--- config.mk ---
export PLATFORM = sky130hd
export DESIGN_NAME = instr_fetch
export DESIGN_NICKNAME = d
export VERILOG_FILES = /design/src/rtl/instr_fetch.sv
export SDC_FILE = /design/constraint.sdc
export NUM_CORES = 1
export LEC_CHECK = 0
export ABC_AREA = 1
export CORE_MARGIN = 4
export CORE_UTILIZATION = 43
export CTS_BUF_LIST = sky130_fd_sc_hd__clkbuf_4 sky130_fd_sc_hd__clkbuf_8 sky130_fd_sc_hd__clkbuf_16
export DETAILED_ROUTE_END_ITERATION = 6
export PLACE_DENSITY = 0.88
export SYNTH_ARGS = -nofsm -noshare
export SYNTH_HDL_FRONTEND = slang
export SYNTH_SLANG_ARGS = --single-unit
--- constraint.sdc ---
create_clock -name clk -period 2.9 [get_ports clk]
set_input_delay 0.58 -clock clk [delete_from_list [all_inputs] [get_ports clk]]
set_output_delay 0.58 -clock clk [all_outputs]
set_load 0.05 [all_outputs]
--- src/rtl/instr_fetch.sv ---
// Fetch stage: owns the PC, reads one 16-bit word per instruction from shared memory, presents it for decode.
// 3 cycles/instr unstalled (FETCH, WAIT, EXEC); data_access delays the read issue, stall holds EXEC.
module instr_fetch #(
    parameter int                ADDR_W   = 16,
    parameter logic [ADDR_W-1:0] RESET_PC = '0
) (
    input  logic              clk,
    input  logic              reset,
    output logic [ADDR_W-1:0] mem_addr,
    output logic              mem_rd,
    input  logic [15:0]       mem_rddata,
    input  logic              data_access,
    input  logic              stall,
    input  logic              redirect,
    input  logic [ADDR_W-1:0] br_target,
    output logic [15:0]       instr,
    output logic              instr_valid,
    output logic [4:0]        opcode,
    output logic [2:0]        rx,
    output logic [2:0]        ry,
    output logic [7:0]        imm8,
    output logic [10:0]       imm11,
    output logic [ADDR_W-1:0] pc_cur,
    output logic [ADDR_W-1:0] pc_plus2
);

    typedef enum logic [1:0] {
        S_IDLE,
        S_FETCH,
        S_WAIT,
        S_EXEC
    } state_t;

    localparam logic [ADDR_W-1:0] PC_ALIGN_MASK = ~ADDR_W'(1);
    localparam logic [ADDR_W-1:0] RESET_PC_AL   = RESET_PC & PC_ALIGN_MASK;

    state_t            r_state;
    logic [ADDR_W-1:0] r_pc;
    logic [ADDR_W-1:0] r_pc_cur;
    logic [15:0]       r_instr;
    logic              r_instr_valid;

    logic              w_issue;
    logic [ADDR_W-1:0] w_pc_plus2;
    logic [ADDR_W-1:0] w_target;

    // The read request must drop in the same cycle the datapath claims memory.
    assign w_issue    = (r_state == S_FETCH) && !data_access;
    assign w_pc_plus2 = r_pc_cur + ADDR_W'(2);
    assign w_target   = br_target & PC_ALIGN_MASK;

    always_ff @(posedge clk) begin
        if (reset) begin
            r_state       <= S_IDLE;
            r_pc          <= RESET_PC_AL;
            r_pc_cur      <= RESET_PC_AL;
            r_instr       <= 16'h0000;
            r_instr_valid <= 1'b0;
        end else begin
            case (r_state)
                S_IDLE: begin
                    r_state <= S_FETCH;
                end
                S_FETCH: begin
                    if (w_issue) begin
                        r_state <= S_WAIT;
                    end
                end
                S_WAIT: begin
                    r_instr       <= mem_rddata;
                    r_pc_cur      <= r_pc;
                    r_instr_valid <= 1'b1;
                    r_state       <= S_EXEC;
                end
                S_EXEC: begin
                    // Stall wins over redirect; redirect is re-sampled once stall drops.
                    if (!stall) begin
                        r_pc          <= redirect ? w_target : w_pc_plus2;
                        r_instr_valid <= 1'b0;
                        r_state       <= S_FETCH;
                    end
                end
                default: begin
                    r_state       <= S_IDLE;
                    r_instr_valid <= 1'b0;
                end
            endcase
        end
    end

    assign mem_addr    = r_pc;
    assign mem_rd      = w_issue;
    assign instr       = r_instr;
    assign instr_valid = r_instr_valid;
    assign opcode      = r_instr[4:0];
    assign rx          = r_instr[7:5];
    assign ry          = r_instr[10:8];
    assign imm8        = r_instr[15:8];
    assign imm11       = r_instr[15:5];
    assign pc_cur      = r_pc_cur;
    assign pc_plus2    = w_pc_plus2;

endmodule
==> impl_results.html, run 1 <==
<table>
<tr><th>Metric</th><th>Value</th></tr>
<tr><th colspan="2">STA</th></tr>
<tr><td>Unrepaired setup endpoints after global routing</td><td>false</td></tr>
<tr><td>Worst Tran Pin Value</td><td>about 1 ns</td></tr>
<tr><td>Smallest hold slack</td><td>~0.47 ns</td></tr>
<tr><td>Shortest clock period the worst path allows after layout</td><td>about 2.8 ns</td></tr>
<tr><td>Final period util</td><td>96.39%</td></tr>
<tr><td>Count of endpoints failing hold in the final timing report</td><td>0</td></tr>
<tr><td>Relative max-transition margin</td><td>between 30 and 40%</td></tr>
<tr><td>Top achievable clock speed</td><td>between 300 and 400 MHz</td></tr>
<tr><td>Final-layout setup total negative slack</td><td>0 ns</td></tr>
<tr><td>Worst-case clock skew</td><td>0.005164 ns</td></tr>
<tr><td>Number of endpoints failing setup at the final stage</td><td>0</td></tr>
<tr><td>Final Max Tran Viols</td><td>0</td></tr>
<tr><th colspan="2">Floorplanning</th></tr>
<tr><td>Starting density of the core</td><td>~45%</td></tr>
<tr><td>Die Area</td><td>a little over 7000 sq um</td></tr>
<tr><td>Die W</td><td>about 85 um</td></tr>
<tr><td>Die Span Y</td><td>roughly 85 um</td></tr>
<tr><td>Top Ports</td><td>133</td></tr>
<tr><td>Number of placement rows</td><td>27</td></tr>
<tr><td>Core area</td><td>~5600 sq um</td></tr>
<tr><th colspan="2">Clock network</th></tr>
<tr><td>Worst-case clock buffer depth</td><td>2</td></tr>
<tr><td>Depth of the CTS H-tree</td><td>2</td></tr>
<tr><td>Number of clock sinks seen by CTS</td><td>a little over 50</td></tr>
<tr><td>Clk root buf</td><td>sky130_fd_sc_hd__clkbuf_8</td></tr>
<tr><td>Clock buffers created by TritonCTS</td><td>5</td></tr>
<tr><td>Clock slew seen by the registers of the worst setup and hold paths</td><td>roughly 0.090 ns</td></tr>
<tr><td>CTS tree</td><td>built</td></tr>
<tr><td>Insertion delay to the later sink of the worst-skew pair</td><td>slightly above 0.3 ns</td></tr>
<tr><td>Number of hold-repair buffers added at the cts stage</td><td>0</td></tr>
<tr><th colspan="2">Synth</th></tr>
<tr><td>Mean instance size in the synthesized netlist</td><td>slightly above 7 sq um</td></tr>
<tr><td>Post-synthesis instance area</td><td>~2500 sq um</td></tr>
<tr><td>Number of flip-flops and latches in the synthesized netlist</td><td>51</td></tr>
<tr><td>Number of nets in the synthesized netlist</td><td>roughly 400</td></tr>
<tr><td>Synthesized instance count</td><td>361</td></tr>
<tr><td>Seq/Total Area, Yosys</td><td>approximately 40%</td></tr>
<tr><td>Total number of yosys warnings</td><td>0</td></tr>
<tr><td>Number of different library cells in the post-synthesis netlist</td><td>22</td></tr>
<tr><th colspan="2">Setup path</th></tr>
<tr><td>Worst reg2reg path endpoint</td><td>mem_addr[5]</td></tr>
<tr><td>Crit start category</td><td>register</td></tr>
<tr><td>Max FO, Critical Path</td><td>5</td></tr>
<tr><td>Reg-to-reg startpoint</td><td>r_state[0]</td></tr>
<tr><td>Element type at the critical path end</td><td>output pin</td></tr>
<tr><td>Reg-to-reg setup timing slack</td><td>0.86 ns</td></tr>
<tr><td>Worst Reg-to-Reg Cells</td><td>6</td></tr>
<tr><td>CP required</td><td>about 2.3 ns</td></tr>
<tr><td>Path type of the worst setup path</td><td>reg2out</td></tr>
<tr><td>Arrival time at the worst endpoint</td><td>between 2 and 2.5 ns</td></tr>
<tr><th colspan="2">GRT</th></tr>
<tr><td>Met3 track demand over resource</td><td>under 10%</td></tr>
<tr><td>Number of global-route vias before repair</td><td>2490</td></tr>
<tr><td>Gr ovfl total</td><td>0</td></tr>
<tr><td>Highest-utilization routing layer at the global route stage</td><td>met2</td></tr>
<tr><td>Met1 Resource Use GR</td><td>23.03%</td></tr>
<tr><td>First-pass GRT wire length</td><td>about 12000 um</td></tr>
<tr><td>Met2 routing resource usage after global routing</td><td>37.51%</td></tr>
<tr><td>Antenna violations before repair</td><td>0</td></tr>
<tr><td>Maximum number of pins on one net before global-route repair</td><td>36</td></tr>
<tr><td>Combined global-route utilization of all metal layers</td><td>about 21%</td></tr>
<tr><th colspan="2">Min path</th></tr>
<tr><td>Class of the tightest hold or removal check</td><td>reg2reg</td></tr>
<tr><td>Beginning of the worst hold path</td><td>mem_addr[10]</td></tr>
<tr><td>Worst min-delay path endpoint</td><td>mem_addr[10]</td></tr>
<tr><td>Number of cells on the worst hold path</td><td>2</td></tr>
<tr><th colspan="2">Routing</th></tr>
<tr><td>Via-per-instance ratio</td><td>4.941</td></tr>
<tr><td>Final wirelength</td><td>7510 um</td></tr>
<tr><td>Iteration-0 DRC Markers</td><td>approximately 110</td></tr>
<tr><td>Total via count in the routed design</td><td>approximately 2.6k</td></tr>
<tr><td>Average wire per cell in the routed design</td><td>between 10 and 15 um</td></tr>
<tr><td>Post-DRT Antenna Nets</td><td>0</td></tr>
<tr><td>Number of iterations in the first detailed-routing pass</td><td>4</td></tr>
<tr><td>Residual DRC count</td><td>0</td></tr>
<tr><th colspan="2">Placed design</th></tr>
<tr><td>Dpl hpwl</td><td>5586 um</td></tr>
<tr><td>Post-place instance area</td><td>3650 sq um</td></tr>
<tr><td>Weighted congestion reported at the end of routability-driven placement</td><td>a little over 0.8</td></tr>
<tr><td>Port bufs</td><td>approximately 130</td></tr>
<tr><th colspan="2">Finish</th></tr>
<tr><td>Nets@finish</td><td>around 500</td></tr>
<tr><td>End-of-flow core utilization</td><td>roughly 67%</td></tr>
<tr><td>Storage element area</td><td>1021 sq um</td></tr>
<tr><td>Area of combinational cells with multiple inputs</td><td>about 1100 sq um</td></tr>
<tr><td>Share of final-layout standard cells stronger than drive strength 1</td><td>approximately 5.5%</td></tr>
<tr><td>Final non-filler cell area</td><td>3774 sq um</td></tr>
<tr><td>Ant diodes</td><td>0</td></tr>
<tr><td>Area growth from synthesis to final layout</td><td>48.28%</td></tr>
<tr><td>Filler instances</td><td>504</td></tr>
<tr><th colspan="2">Run status</th></tr>
<tr><td>Result of the run</td><td>complete, no violations</td></tr>
<tr><th colspan="2">Pwr</th></tr>
<tr><td>Total leakage power</td><td>0.001636 uW</td></tr>
<tr><td>Worst ir drop on vdd</td><td>0.4678 mV</td></tr>
<tr><td>Power density cells</td><td>868.1 nW/um^2</td></tr>
<tr><td>Pwr Total</td><td>3276 uW</td></tr>
<tr><th colspan="2">Job</th></tr>
<tr><td>MaxCap Viol Count</td><td>0</td></tr>
</table>
==> cells by family after synthesis <==
logic type / synth area share (%)
and+or+nand+nor: 26.11
muxes: 0.3933
xor gates and xnor gates: 2.409
adders and majority gates: 1.967
AOI/OAI and AO/OA: 12.73
buffers and inverters: 16.27
DFF: 40.12
==> timing repair <==
item,4_1_cts,5_1_grt
pin swaps,0,0
setup endpoints to repair,1,3
gates resized for setup,1,3
buffers inserted,0,0
endpoints found under the hold margin,0,0
==> routing by layer <==
layer  wire [um]  share of wire (%)  up-vias
met4          80                1.1        0
met5           0                  0        -
met3         596                7.9        8
met2        3726                 50      107
li1            -                  -     1297
met1        3106                 41     1202
==> placed cells by master (no fill, tap or decap), types with 2 or more instances in the layout <==
cell                                n
sky130_fd_sc_hd__nand3_1           12
sky130_fd_sc_hd__xor2_1             3
sky130_fd_sc_hd__xnor2_1            4
sky130_fd_sc_hd__ha_1               4
sky130_fd_sc_hd__nor2_1            73
sky130_fd_sc_hd__inv_1             30
sky130_fd_sc_hd__dlymetal6s2s_1     3
sky130_fd_sc_hd__clkdlybuf4s50_1  123
sky130_fd_sc_hd__nor2_2             7
sky130_fd_sc_hd__nand4_1            6
sky130_fd_sc_hd__dfxtp_1           51
sky130_fd_sc_hd__nand2_2            2
sky130_fd_sc_hd__buf_4              6
sky130_fd_sc_hd__o21bai_2           2
sky130_fd_sc_hd__o211ai_1           2
sky130_fd_sc_hd__clkbuf_8           6
sky130_fd_sc_hd__o21ai_0           35
sky130_fd_sc_hd__a21oi_1           16
sky130_fd_sc_hd__nand2_1           63
sky130_fd_sc_hd__o22ai_1            5
==> Yosys cell counts <==
cell type,number,area (sq um)
sky130_fd_sc_hd__buf_4,32,240.2
sky130_fd_sc_hd__o211ai_1,2,15.01
sky130_fd_sc_hd__ha_1,4,50.05
sky130_fd_sc_hd__o21ai_0,35,175.2
sky130_fd_sc_hd__nor2_1,73,274.0
sky130_fd_sc_hd__xor2_1,3,26.28
sky130_fd_sc_hd__buf_2,3,15.01
sky130_fd_sc_hd__nand4_1,6,37.54
sky130_fd_sc_hd__xnor2_1,4,35.03
sky130_fd_sc_hd__a21oi_1,16,80.08
sky130_fd_sc_hd__dfxtp_1,51,1021
sky130_fd_sc_hd__o22ai_1,5,31.28
sky130_fd_sc_hd__nand3_1,12,60.06
sky130_fd_sc_hd__clkbuf_2,1,5.000
sky130_fd_sc_hd__o21bai_2,2,22.52
sky130_fd_sc_hd__nand2_2,2,12.51
sky130_fd_sc_hd__mux2i_1,1,10.01
sky130_fd_sc_hd__inv_1,30,112.6
sky130_fd_sc_hd__nand2_1,63,236.5
sky130_fd_sc_hd__buf_6,1,11.26
sky130_fd_sc_hd__nor2_2,7,43.79
sky130_fd_sc_hd__clkbuf_1,8,30.03
==> worst max path at each step <==
stage / start / to / slack, ns / depth (start not counted)
floorplan: pc_cur[1] / pc_plus2[5] / 0.30 / 3
global placement: pc_cur[1] / pc_plus2[13] / 0.39 / 6
detailed placement: data_access / mem_rd / 0.34 / 3
CTS: pc_cur[8] / pc_plus2[12] / 0.08 / 5
global route: pc_cur[5] / pc_plus2[8] / 0.009 / 6
finish: pc_cur[5] / pc_plus2[8] / 0.10 / 6
==> flip-flops by register name, summed over array words and instances, names as in the netlist <==
register / cells
instr: 16
instr_valid: 1
mem_addr: 16
pc_cur: 16
r_state: 2
==> where the power goes <==
group | total, uW | leakage [uW] | internal (uW) | switching (uW)
combinational | 1810 | 0.00116 | 559 | 1250
sequential | 944 | 0.000416 | 821 | 123
clock | 520 | 0.0000612 | 279 | 241
==> area by class of cell <==
type | count | share of cell area, %
clock buffers | 6 | 2.188
repair buffers | 133 | 35.05
multi-input cells | 235 | 29.41
inverters | 30 | 2.984
well taps | 72 | 2.387
clock inverters | 2 | 0.9284
flip-flops and latches | 51 | 27.06
==> through the flow <==
stage / setup slack, ns / std cells
2_1_floorplan: 0.3029 / 361
3_3_place_gp: 0.3895 / 521
3_5_place_dp: 0.3355 / 521
4_1_cts: 0.07830 / 529
5_1_grt: 0.008713 / 529
6_report: 0.1047 / 529
==> critical path: stages (launching register included) <==
cell                              delay, ns
sky130_fd_sc_hd__dfxtp_1               0.43
sky130_fd_sc_hd__nand2_1               0.13
sky130_fd_sc_hd__nor2_2                0.22
sky130_fd_sc_hd__nand2_2               0.09
sky130_fd_sc_hd__xor2_1                0.16
sky130_fd_sc_hd__inv_1                 0.06
sky130_fd_sc_hd__clkdlybuf4s50_1       0.81
(Power assumes the default switching activity.)
==> run 2: changes to the inputs <==
--- a/config.mk
+++ b/config.mk
@@ -6,11 +6,14 @@
 export NUM_CORES = 1
 export LEC_CHECK = 0
 export ABC_AREA = 1
-export CORE_MARGIN = 4
-export CORE_UTILIZATION = 43
+export CAP_MARGIN = 25
+export CELL_PAD_IN_SITES_DETAIL_PLACEMENT = 1
+export CELL_PAD_IN_SITES_GLOBAL_PLACEMENT = 2
+export CORE_MARGIN = 2
+export CORE_UTILIZATION = 21
 export CTS_BUF_LIST = sky130_fd_sc_hd__clkbuf_4 sky130_fd_sc_hd__clkbuf_8 sky130_fd_sc_hd__clkbuf_16
 export DETAILED_ROUTE_END_ITERATION = 6
-export PLACE_DENSITY = 0.88
+export PLACE_DENSITY = 0.86
 export SYNTH_ARGS = -nofsm -noshare
 export SYNTH_HDL_FRONTEND = slang
 export SYNTH_SLANG_ARGS = --single-unit
==> run 2 against run 1 <==
Effect of this change:
- non-clock buffer count up 1
- utilization down 34 points
- total power up 6.1%
- final cell count up 14%
- die area up 80%
- largest cell class unchanged
- largest power group unchanged
==> impl_results.html, run 2 (synthesis gave the netlist of run 1 again) <==
<table>
<tr><th>Metric</th><th>Value</th></tr>
<tr><th colspan="2">GRT</th></tr>
<tr><td>Maximum number of pins on one net before global-route repair</td><td>36 (unchanged)</td></tr>
<tr><td>Number of global-route vias before repair</td><td>2735 (+9.8%)</td></tr>
<tr><td>Combined global-route utilization of all metal layers</td><td>13.45% (-7.1 points)</td></tr>
<tr><td>Gr ovfl total</td><td>0 (unchanged)</td></tr>
<tr><td>First-pass GRT wire length</td><td>13860 um (+16%)</td></tr>
<tr><td>Antenna violations before repair</td><td>0 (unchanged)</td></tr>
<tr><th colspan="2">Run status</th></tr>
<tr><td>Result of the run</td><td>complete, no violations</td></tr>
<tr><th colspan="2">Placed design</th></tr>
<tr><td>Weighted congestion reported at the end of routability-driven placement</td><td>0.7597 (-7.1%)</td></tr>
<tr><td>Port bufs</td><td>131 (unchanged)</td></tr>
<tr><td>Dpl hpwl</td><td>6575 um (+18%)</td></tr>
<tr><td>Post-placement worst setup slack</td><td>0.2676 ns (-0.06790 ns)</td></tr>
<tr><th colspan="2">Floorplanning</th></tr>
<tr><td>Core area</td><td>11910 sq um (+110%)</td></tr>
<tr><td>Die W</td><td>114.1 um (+34%)</td></tr>
<tr><td>Starting density of the core</td><td>21.37% (-24 points)</td></tr>
<tr><td>Die Area</td><td>13020 sq um (+80%)</td></tr>
<tr><td>Top Ports</td><td>133 (unchanged)</td></tr>
<tr><td>Die Span Y</td><td>114.1 um (+34%)</td></tr>
<tr><td>Number of placement rows</td><td>40 (+48%)</td></tr>
<tr><th colspan="2">Clock network</th></tr>
<tr><td>CTS tree</td><td>built</td></tr>
<tr><td>Number of clock sinks seen by CTS</td><td>51 (unchanged)</td></tr>
<tr><td>Number of hold-repair buffers added at the cts stage</td><td>0 (unchanged)</td></tr>
<tr><td>Insertion delay to the later sink of the worst-skew pair</td><td>0.29 ns (-0.02 ns)</td></tr>
<tr><td>Worst-case clock buffer depth</td><td>2 (unchanged)</td></tr>
<tr><td>Clock buffers created by TritonCTS</td><td>5 (unchanged)</td></tr>
<tr><td>Clock slew seen by the registers of the worst setup and hold paths</td><td>0.07 ns (-0.02 ns)</td></tr>
<tr><td>Clk root buf</td><td>sky130_fd_sc_hd__clkbuf_16</td></tr>
<tr><td>Depth of the CTS H-tree</td><td>2 (unchanged)</td></tr>
<tr><th colspan="2">STA</th></tr>
<tr><td>Smallest hold slack</td><td>0.4699 ns (-0.005030 ns)</td></tr>
<tr><td>Number of endpoints failing setup at the final stage</td><td>0 (unchanged)</td></tr>
<tr><td>Top achievable clock speed</td><td>367.7 MHz (+2.8%)</td></tr>
<tr><td>Final-layout setup total negative slack</td><td>0 ns (unchanged)</td></tr>
<tr><td>Worst-case clock skew</td><td>0.009772 ns (+0.004608 ns)</td></tr>
<tr><td>Final period util</td><td>93.78% (-2.6 points)</td></tr>
<tr><td>Final Max Tran Viols</td><td>0 (unchanged)</td></tr>
<tr><td>Relative max-transition margin</td><td>36.76% (+2.6 points)</td></tr>
<tr><td>Worst Tran Pin Value</td><td>0.9451 ns (-0.04193 ns)</td></tr>
<tr><td>Count of endpoints failing hold in the final timing report</td><td>0 (unchanged)</td></tr>
<tr><td>Final worst slack</td><td>0.1804 ns (+0.07570 ns)</td></tr>
<tr><td>Unrepaired setup endpoints after global routing</td><td>false</td></tr>
<tr><td>Shortest clock period the worst path allows after layout</td><td>2.720 ns (-0.07570 ns)</td></tr>
<tr><th colspan="2">Min path</th></tr>
<tr><td>Class of the tightest hold or removal check</td><td>reg2reg</td></tr>
<tr><td>Worst min-delay path endpoint</td><td>mem_addr[7]</td></tr>
<tr><td>Beginning of the worst hold path</td><td>mem_addr[7]</td></tr>
<tr><td>Number of cells on the worst hold path</td><td>2 (unchanged)</td></tr>
<tr><th colspan="2">Pwr</th></tr>
<tr><td>Pwr Total</td><td>3476 uW (+6.1%)</td></tr>
<tr><td>Worst ir drop on vdd</td><td>0.2993 mV (-36%)</td></tr>
<tr><td>Total leakage power</td><td>0.001668 uW (+1.9%)</td></tr>
<tr><td>Power density cells</td><td>884.8 nW/um^2 (+1.9%)</td></tr>
<tr><th colspan="2">Finish</th></tr>
<tr><td>Most used cells in the layout excluding fill and tap cells</td><td>sky130_fd_sc_hd__clkdlybuf4s50_1 (121), sky130_fd_sc_hd__nor2_1 (73), sky130_fd_sc_hd__nand2_1 (63)</td></tr>
<tr><td>Share of final-layout standard cells stronger than drive strength 1</td><td>6.332% (+0.86 points)</td></tr>
<tr><td>Filler instances</td><td>1427 (+180%)</td></tr>
<tr><td>Storage element area</td><td>1021 sq um (unchanged)</td></tr>
<tr><td>Ant diodes</td><td>0 (unchanged)</td></tr>
<tr><td>Area of combinational cells with multiple inputs</td><td>1110 sq um (unchanged)</td></tr>
<tr><td>Nets@finish</td><td>498 (+0.20%)</td></tr>
<tr><td>Most common cell after layout, fill and taps aside</td><td>sky130_fd_sc_hd__clkdlybuf4s50_1</td></tr>
<tr><td>Area growth from synthesis to final layout</td><td>54.38%</td></tr>
<tr><th colspan="2">Job</th></tr>
<tr><td>MaxCap Viol Count</td><td>0 (unchanged)</td></tr>
<tr><th colspan="2">Routing</th></tr>
<tr><td>Post-DRT Antenna Nets</td><td>0 (unchanged)</td></tr>
<tr><td>Number of iterations in the first detailed-routing pass</td><td>4 (unchanged)</td></tr>
<tr><td>Total via count in the routed design</td><td>2612 (-0.077%)</td></tr>
<tr><td>Iteration-0 DRC Markers</td><td>113 (+7.6%)</td></tr>
<tr><td>Via-per-instance ratio</td><td>4.317 (-13%)</td></tr>
<tr><td>Final wirelength</td><td>8635 um (+15%)</td></tr>
<tr><td>Residual DRC count</td><td>0 (unchanged)</td></tr>
<tr><td>Average wire per cell in the routed design</td><td>14.27 um (+0.54%)</td></tr>
<tr><th colspan="2">Setup path</th></tr>
<tr><td>Reg-to-reg setup timing slack</td><td>0.78 ns (-0.08 ns)</td></tr>
<tr><td>Reg-to-reg startpoint</td><td>r_state[0]</td></tr>
<tr><td>Path type of the worst setup path</td><td>reg2out</td></tr>
<tr><td>Arrival time at the worst endpoint</td><td>2.14 ns (-0.08 ns)</td></tr>
<tr><td>Max FO, Critical Path</td><td>6 (+1)</td></tr>
<tr><td>Worst Reg-to-Reg Cells</td><td>6 (unchanged)</td></tr>
<tr><td>Worst reg2reg path endpoint</td><td>mem_addr[2]</td></tr>
<tr><td>Crit start category</td><td>register</td></tr>
<tr><td>CP required</td><td>2.32 ns (about the same)</td></tr>
<tr><td>Element type at the critical path end</td><td>output pin</td></tr>
</table>
## run 2: worst max-delay path by stage
stage / endpoint / cells past startpoint / from / slack [ns]
final: pc_plus2[10] / 5 / pc_cur[1] / 0.18
after global routing: pc_plus2[6] / 5 / pc_cur[3] / 0.02
after CTS: pc_plus2[8] / 6 / pc_cur[1] / 0.08
after detailed placement: mem_addr[2] / 5 / stall / 0.27
after global placement: mem_addr[2] / 5 / stall / 0.34
after floorplan: pc_plus2[5] / 3 / pc_cur[1] / 0.30
## run 2: critical path, cell delays in order (launching register included)
cell and delay [ns]:
sky130_fd_sc_hd__dfxtp_1 0.44, sky130_fd_sc_hd__inv_1 0.10, sky130_fd_sc_hd__nor2_2 0.24, sky130_fd_sc_hd__nand4_1 0.15
sky130_fd_sc_hd__nand2_1 0.11, sky130_fd_sc_hd__clkdlybuf4s50_1 0.80
## run 2: what timing repair did
| action | CTS | global route |
|---|---|---|
| buffers inserted | 0 | 0 |
| resized for setup | 0 | 3 |
| endpoints found under the setup margin | 0 | 3 |
## run 2: metal layers
metal | track usage [%] | wire length, um
met1 | 16.56 | 3891
met2 | 23.37 | 4115
met3 | 4.076 | 554
met4 | 2.520 | 74
met5 | 0 | 0
## run 2: through the flow
stage / cell area, sq um / utilization [%] / cells
floorplan: 2545 / - / 361
global placement: 3744 / 31.43 / 597
detailed placement: 3744 / 31.43 / 597
CTS: 3921 / 32.92 / 605
global route: 3929 / 32.98 / 605
finish: 3929 / 32.98 / 605
## run 2: layout make-up
cell class | count | area share, %
Timing Repair Buffer | 134 | 33.69
Tap cell | 147 | 4.682
Sequential cell | 51 | 25.99
Multi-Input combinational cell | 235 | 28.25
Clock buffer | 6 | 3.535
Inverter | 30 | 2.866
Clock inverter | 2 | 0.9873
## run 2: where the power goes
part | leakage (uW) | switching [uW] | total (uW) | internal (uW)
combinational | 0.00116 | 1260 | 1820 | 561
sequential | 0.000416 | 132 | 953 | 821
clock | 0.0000875 | 268 | 702 | 434
total | 0.00167 | 1660 | 3480 | 1820
